`src/rtl/secded_pkg.sv`:
```
// SECDED sizing helpers, codeword position map and generic encoder.
// Supports payloads up to MAX_DW bits (codewords up to MAX_CW bits).
package secded_pkg;

  localparam int MAX_DW = 57;
  localparam int MAX_CW = 64;

  typedef logic [MAX_DW-1:0] dword_t;
  typedef logic [MAX_CW-1:0] cword_t;

  typedef enum logic [1:0] {
    DEC_CLEAN,
    DEC_SINGLE,
    DEC_DOUBLE
  } dec_kind_e;

  // Smallest Hamming parity count covering dw data bits.
  function automatic int calc_p(input int dw);
    int p;
    p = 7;
    for (int i = 7; i >= 1; i--)
      if ((1 << i) >= dw + i + 1) p = i;
    return p;
  endfunction

  function automatic int calc_cw(input int dw);
    return dw + calc_p(dw) + 1;
  endfunction

  function automatic bit is_pow2(input int pos);
    return (pos > 0) && ((pos & (pos - 1)) == 0);
  endfunction

  // Codeword position of data bit idx.
  function automatic int data_pos(input int idx);
    int n;
    int r;
    n = 0;
    r = 0;
    for (int pos = 1; pos < MAX_CW; pos++)
      if (!is_pow2(pos)) begin
        if (n == idx) r = pos;
        n++;
      end
    return r;
  endfunction

  // Bit 0 overall parity, powers of two Hamming parity.
  function automatic cword_t secded_encode(
    input int     dw,
    input dword_t d
  );
    cword_t cw;
    logic   x;
    int     p;
    cw = '0;
    p  = calc_p(dw);
    for (int i = 0; i < MAX_DW; i++)
      if (i < dw) cw[data_pos(i)] = d[i];
    for (int k = 0; k < 6; k++)
      if (k < p) begin
        x = 1'b0;
        for (int pos = 1; pos < MAX_CW; pos++)
          if (((pos >> k) & 1) == 1) x = x ^ cw[pos];
        cw[1 << k] = x;
      end
    cw[0] = ^cw[MAX_CW-1:1];
    return cw;
  endfunction

endpackage

```
`src/rtl/secded_channel_decoder.sv`:
```
// Combinational SECDED decoder: syndrome, classify,
// correct one bit or pass raw data on uncorrectable errors.
module secded_decoder
  import secded_pkg::*;
#(
  parameter int DATA_W = 8,
  localparam int P    = calc_p(DATA_W),
  localparam int CW_W = calc_cw(DATA_W)
) (
  input  logic [CW_W-1:0]   cw,
  output logic [DATA_W-1:0] data,
  output logic              err_single,
  output logic              err_double
);

  logic [P-1:0]    syn;
  logic            pe;
  logic            syn_zero;
  logic            in_range;
  logic [CW_W-1:0] flip;
  logic [CW_W-1:0] fixed;
  dec_kind_e       kind;

  // Hamming syndrome over positions 1..CW_W-1.
  always_comb begin
    syn = '0;
    for (int pos = 1; pos < CW_W; pos++)
      for (int k = 0; k < P; k++)
        if (((pos >> k) & 1) == 1) syn[k] = syn[k] ^ cw[pos];
  end

  assign pe       = ^cw;
  assign syn_zero = (syn == '0);
  assign in_range = (int'(syn) <= CW_W - 1);

  // Classify the word and pick the bit to flip.
  always_comb begin
    flip = '0;
    kind = DEC_CLEAN;
    unique case (1'b1)
      syn_zero && !pe: kind = DEC_CLEAN;
      syn_zero && pe:  kind = DEC_SINGLE;
      !syn_zero && pe && in_range: begin
        kind = DEC_SINGLE;
        flip = CW_W'(1) << syn;
      end
      default: kind = DEC_DOUBLE;
    endcase
  end

  assign fixed      = cw ^ flip;
  assign err_single = (kind == DEC_SINGLE);
  assign err_double = (kind == DEC_DOUBLE);

  for (genvar i = 0; i < DATA_W; i++) begin : g_ext
    localparam int POS = data_pos(i);
    assign data[i] = fixed[POS];
  end

endmodule

```
`src/rtl/secded_channel.sv`:
```
// Two-stage SECDED channel: encode+inject, then decode+correct.
// SECDED_CNT_EN enables the saturating error counters and cnt_clr.
module secded_channel
  import secded_pkg::*;
#(
  parameter int DATA_W = 8,
  parameter int CNT_W  = 8,
  localparam int CW_W  = calc_cw(DATA_W)
) (
  input  logic              clk,
  input  logic              rst,
  input  logic              in_valid,
  output logic              in_ready,
  input  logic [DATA_W-1:0] data_in,
  input  logic [CW_W-1:0]   inj_mask,
  output logic              out_valid,
  input  logic              out_ready,
  output logic [DATA_W-1:0] data_out,
  output logic              err_single,
  output logic              err_double,
  output logic [CNT_W-1:0]  corr_cnt,
  output logic [CNT_W-1:0]  uncorr_cnt,
  input  logic              cnt_clr
);

  logic              s1_valid;
  logic [CW_W-1:0]   s1_cw;
  logic [CW_W-1:0]   enc;
  logic              s1_adv;
  logic              s2_adv;
  logic [DATA_W-1:0] dec_data;
  logic              dec_single;
  logic              dec_double;

  assign enc      = CW_W'(secded_encode(DATA_W, dword_t'(data_in)));
  assign s2_adv   = !out_valid || out_ready;
  assign s1_adv   = !s1_valid || s2_adv;
  assign in_ready = s1_adv;

  // S1: capture the encoded, fault-injected codeword.
  always_ff @(posedge clk or posedge rst) begin
    if (rst) begin
      s1_valid <= 1'b0;
      s1_cw    <= '0;
    end else if (s1_adv) begin
      s1_valid <= in_valid;
      if (in_valid) s1_cw <= enc ^ inj_mask;
    end
  end

  secded_decoder #(
    .DATA_W(DATA_W)
  ) u_dec (
    .cw        (s1_cw),
    .data      (dec_data),
    .err_single(dec_single),
    .err_double(dec_double)
  );

  // S2: register decoded word and flags.
  always_ff @(posedge clk or posedge rst) begin
    if (rst) begin
      out_valid  <= 1'b0;
      data_out   <= '0;
      err_single <= 1'b0;
      err_double <= 1'b0;
    end else if (s2_adv) begin
      out_valid <= s1_valid;
      if (s1_valid) begin
        data_out   <= dec_data;
        err_single <= dec_single;
        err_double <= dec_double;
      end else begin
        err_single <= 1'b0;
        err_double <= 1'b0;
      end
    end
  end

`ifdef SECDED_CNT_EN
  logic fire;
  assign fire = out_valid && out_ready;

  // Saturating counters of delivered flagged words.
  always_ff @(posedge clk or posedge rst) begin
    if (rst) begin
      corr_cnt   <= '0;
      uncorr_cnt <= '0;
    end else if (cnt_clr) begin
      corr_cnt   <= '0;
      uncorr_cnt <= '0;
    end else if (fire) begin
      if (err_single && corr_cnt != '1)
        corr_cnt <= corr_cnt + 1'b1;
      if (err_double && uncorr_cnt != '1)
        uncorr_cnt <= uncorr_cnt + 1'b1;
    end
  end
`else
  logic cnt_unused;
  assign cnt_unused = cnt_clr;
  assign corr_cnt   = '0;
  assign uncorr_cnt = '0;
`endif

endmodule

```
`config.mk`:
```
export PLATFORM = sky130hd
export DESIGN_NAME = secded_channel
export DESIGN_NICKNAME = d
export VERILOG_FILES = /design/src/rtl/secded_pkg.sv /design/src/rtl/secded_channel_decoder.sv /design/src/rtl/secded_channel.sv
export SDC_FILE = /design/constraint.sdc
export NUM_CORES = 1
export LEC_CHECK = 0
export CAP_MARGIN = 15
export CORE_MARGIN = 2
export CORE_UTILIZATION = 45
export CTS_BUF_LIST = sky130_fd_sc_hd__clkbuf_8
export DETAILED_ROUTE_END_ITERATION = 6
export GPL_ROUTABILITY_DRIVEN = 0
export PLACE_DENSITY = 0.78
export SLEW_MARGIN = 20
export SYNTH_ARGS = -nofsm -noshare
export SYNTH_HDL_FRONTEND = slang
export SYNTH_SLANG_ARGS = --single-unit
```
`constraint.sdc`:
```
create_clock -name clk -period 6.2 [get_ports clk]
set_clock_uncertainty 0.15 [all_clocks]
set_input_delay 1.24 -clock clk [delete_from_list [all_inputs] [get_ports clk]]
set_output_delay 1.24 -clock clk [all_outputs]
set_load 0.005 [all_outputs]
```
==> reports/results.tsv <==
metric	value	unit
post-DR vias/cell	4.686	
Post-Layout Inst Area	0.002106	sq mm
Req. time, crit path	4.81	ns
drt total wl	2904	um
Yosys top cell by area	dfrtp_1	
top cell type's share of synthesized area	35.79	%
die area	0.004399	sq mm
Worst-path clk slew	0.08	ns
worst setup path class	input port to output port	
Residual DRC	0	
clock sink count	25	
# diodes	0	
Max VDD drop	0.1276	mV
Placed Area	0.002059	sq mm
status	completed	
number of buffer cells added on primary ports	36	
total power	798.0	uW
startpoint types	input port	
synthesized flop and latch total	25	
CTS tree	built	
relative slew slack	39.74	%
Post-DP HPWL	2365	um
Nets	243	
vias in the first global route	1255	
PwrDens	378.9	mW/mm^2
final setup fails	0	
Crit path arrival time	2.53	ns
die height	66.33	um
sequential cell area fraction in the yosys report	35.79	%
core area	0.003689	sq mm
Slew Limit Fails	0	
Num CTS Buffers	3	
main flop type after synthesis	dfrtp_1	
first-pass GRT wire length	5313	um
share of layout cells above drive strength 1	5.093	%
fillers	359	
yosys warns	0	
Boundary Pins	54	
Synth Area per Inst	9.500	sq um
antenna-violating nets left	0	
f_max	255.2	MHz
drt wl/cell	11.00	um
Final Hold Vio Count	0	
top cells by area, synth	dfrtp_1 (36%), xnor2_1 (21%), buf_4 (6.9%), nand2_1 (6.2%), o21ai_0 (4.3%)	
largest net degree at the start of global routing	27	
drt pass-1 iters	4	
grt ovf	0	
Final TNS setup	0	ns
Pleak	0.0008430	uW
Skew-Pair Late Insertion Delay	0.27	ns
DR iter-0 viols	13	
root buffer cell	clkbuf_8	
initial antenna violation count	0	
Post-CTS Setup Bufs	0	
Total GRT Usage	16.06	%
DR vias	1237	
Crit. End Element	output port	
worst hold path class	register to register	
post-synth cell types	33	
Core Util, Final	57.09	%
Mapped Area	0.001748	sq mm
Syn Inst Count	184	
row cnt	22	
P&R area growth vs syn	20.47	%
initial core utilization	47.39	%
Worst-Margin Slew	0.9029	ns
Post-synth EDFFs	0	
crit share post-route	63.21	%
asr flop ratio synth	100.0	%
Critical Path Fanout Max	5	
post-layout min period	3.919	ns
H-tree levels	1	
Chip Width	66.33	um
max cap viols	0	
clock buffer depth	2	
hold_buf cts	0	
RSZ-0062 raised after global routing	false	
cts repair resizes	0	
## layout make-up
type,count,area (sq um),share of cell area (%)
Multi-Input combinational cell,150,1010,47.95
Clock inverter,1,5.005,0.2377
Clock buffer,3,41.29,1.961
Inverter,1,3.754,0.1783
Sequential cell,25,625.6,29.71
Tap cell,48,60.06,2.852
Timing Repair Buffer,36,360.3,17.11
## cell usage after synthesis, types with 2 or more instances
master,instances
xnor2_1,42
buf_2,2
xnor2_2,2
nand2b_1,3
nand2_1,29
a21oi_1,9
nand4_1,2
buf_4,16
dfrtp_1,25
clkbuf_1,2
o21ai_1,8
o21ai_0,15
xor2_1,6
nand4b_1,4
## power breakdown
| part | internal [uW] | switching [uW] |
|---|---|---|
| sequential | 209 | 39.8 |
| combinational | 239 | 215 |
| clock | 45.0 | 50.8 |
| total | 492 | 306 |
## sequential cells by signal, summed over array words and instances (netlist names)
signal      flops
err_double      1
err_single      1
s1_valid        1
data_out        8
s1_cw          13
out_valid       1
## metrics by stage
| stage | std cells | setup slack, ns | hold WS, ns |
|---|---|---|---|
| 6_report | 264 | 2.281 | 0.3362 |
| 4_1_cts | 264 | 2.242 | 0.3462 |
| 3_5_place_dp | 260 | 2.248 | 0.3270 |
| 5_1_grt | 264 | 2.117 | 0.3706 |
| 3_3_place_gp | 260 | 2.245 | 0.3163 |
| 2_1_floorplan | 199 | 3.258 | 0.3138 |
## layout by cell type, fill, tap and decap left out
cell              n
nand4_1           2
conb_1           16
dfrtp_1          25
inv_1             1
o21ai_0          15
or2_2             1
a22o_1            1
or4_1             1
nor2b_1           1
xnor2_1          42
a22oi_1           1
xor2_2            1
a221oi_1          1
a21oi_1           9
xnor3_2           1
xnor3_1           1
or4_4             1
xnor2_2           2
nand2b_1          3
nand4b_1          4
clkinv_2          1
clkdlybuf4s50_1  36
clkbuf_8          3
xor2_1            6
nand2_1          29
nor2_1            1
o21ai_1           8
o21bai_1          1
xnor3_4           1
nor3_1            1
## metal layers
| layer | wire, um | vias to the layer above | share of wire, % | global-route usage (%) |
|---|---|---|---|---|
| met2 | 1492 | 40 | 51 | 28.88 |
| met5 | 0 | - | 0 | 0 |
| met3 | 127 | 5 | 4.4 | 2.555 |
| met4 | 64 | 0 | 2.2 | 8.418 |
| met1 | 1219 | 554 | 42 | 18.01 |
| li1 | - | 638 | - | - |
## critical path, stage by stage
cell and delay [ns]:
clkdlybuf4s50_1 0.39, nor2b_1 0.28, nand2_1 0.15, clkdlybuf4s50_1 0.46
## cell families after synthesis
family	Yosys count	share of synthesized area, %
XOR/XNOR	54	31.00
AND/OR/NAND/NOR	44	12.31
AO/OA/AOI/OAI	36	11.02
flip-flops	25	35.79
buffers and inverters	24	9.664
other	1	0.2145
## path summary, 6_finish.rpt
check | startpoint | endpoint | slack [ns] | cells past startpoint
worst min-delay path | err_single | err_single | 0.34 | 2
worst min register to register | err_single | err_single | 0.34 | 2
min in group asynchronous | rst | s1_cw[10] | 1.32 | 2
worst max register to register | s1_cw[11] | data_out[2] | 3.91 | 6
max in group asynchronous | rst | data_out[7] | 4.03 | 2
worst max-delay path | out_ready | in_ready | 2.28 | 4
No activity file was read; power rests on OpenSTA's default activity.
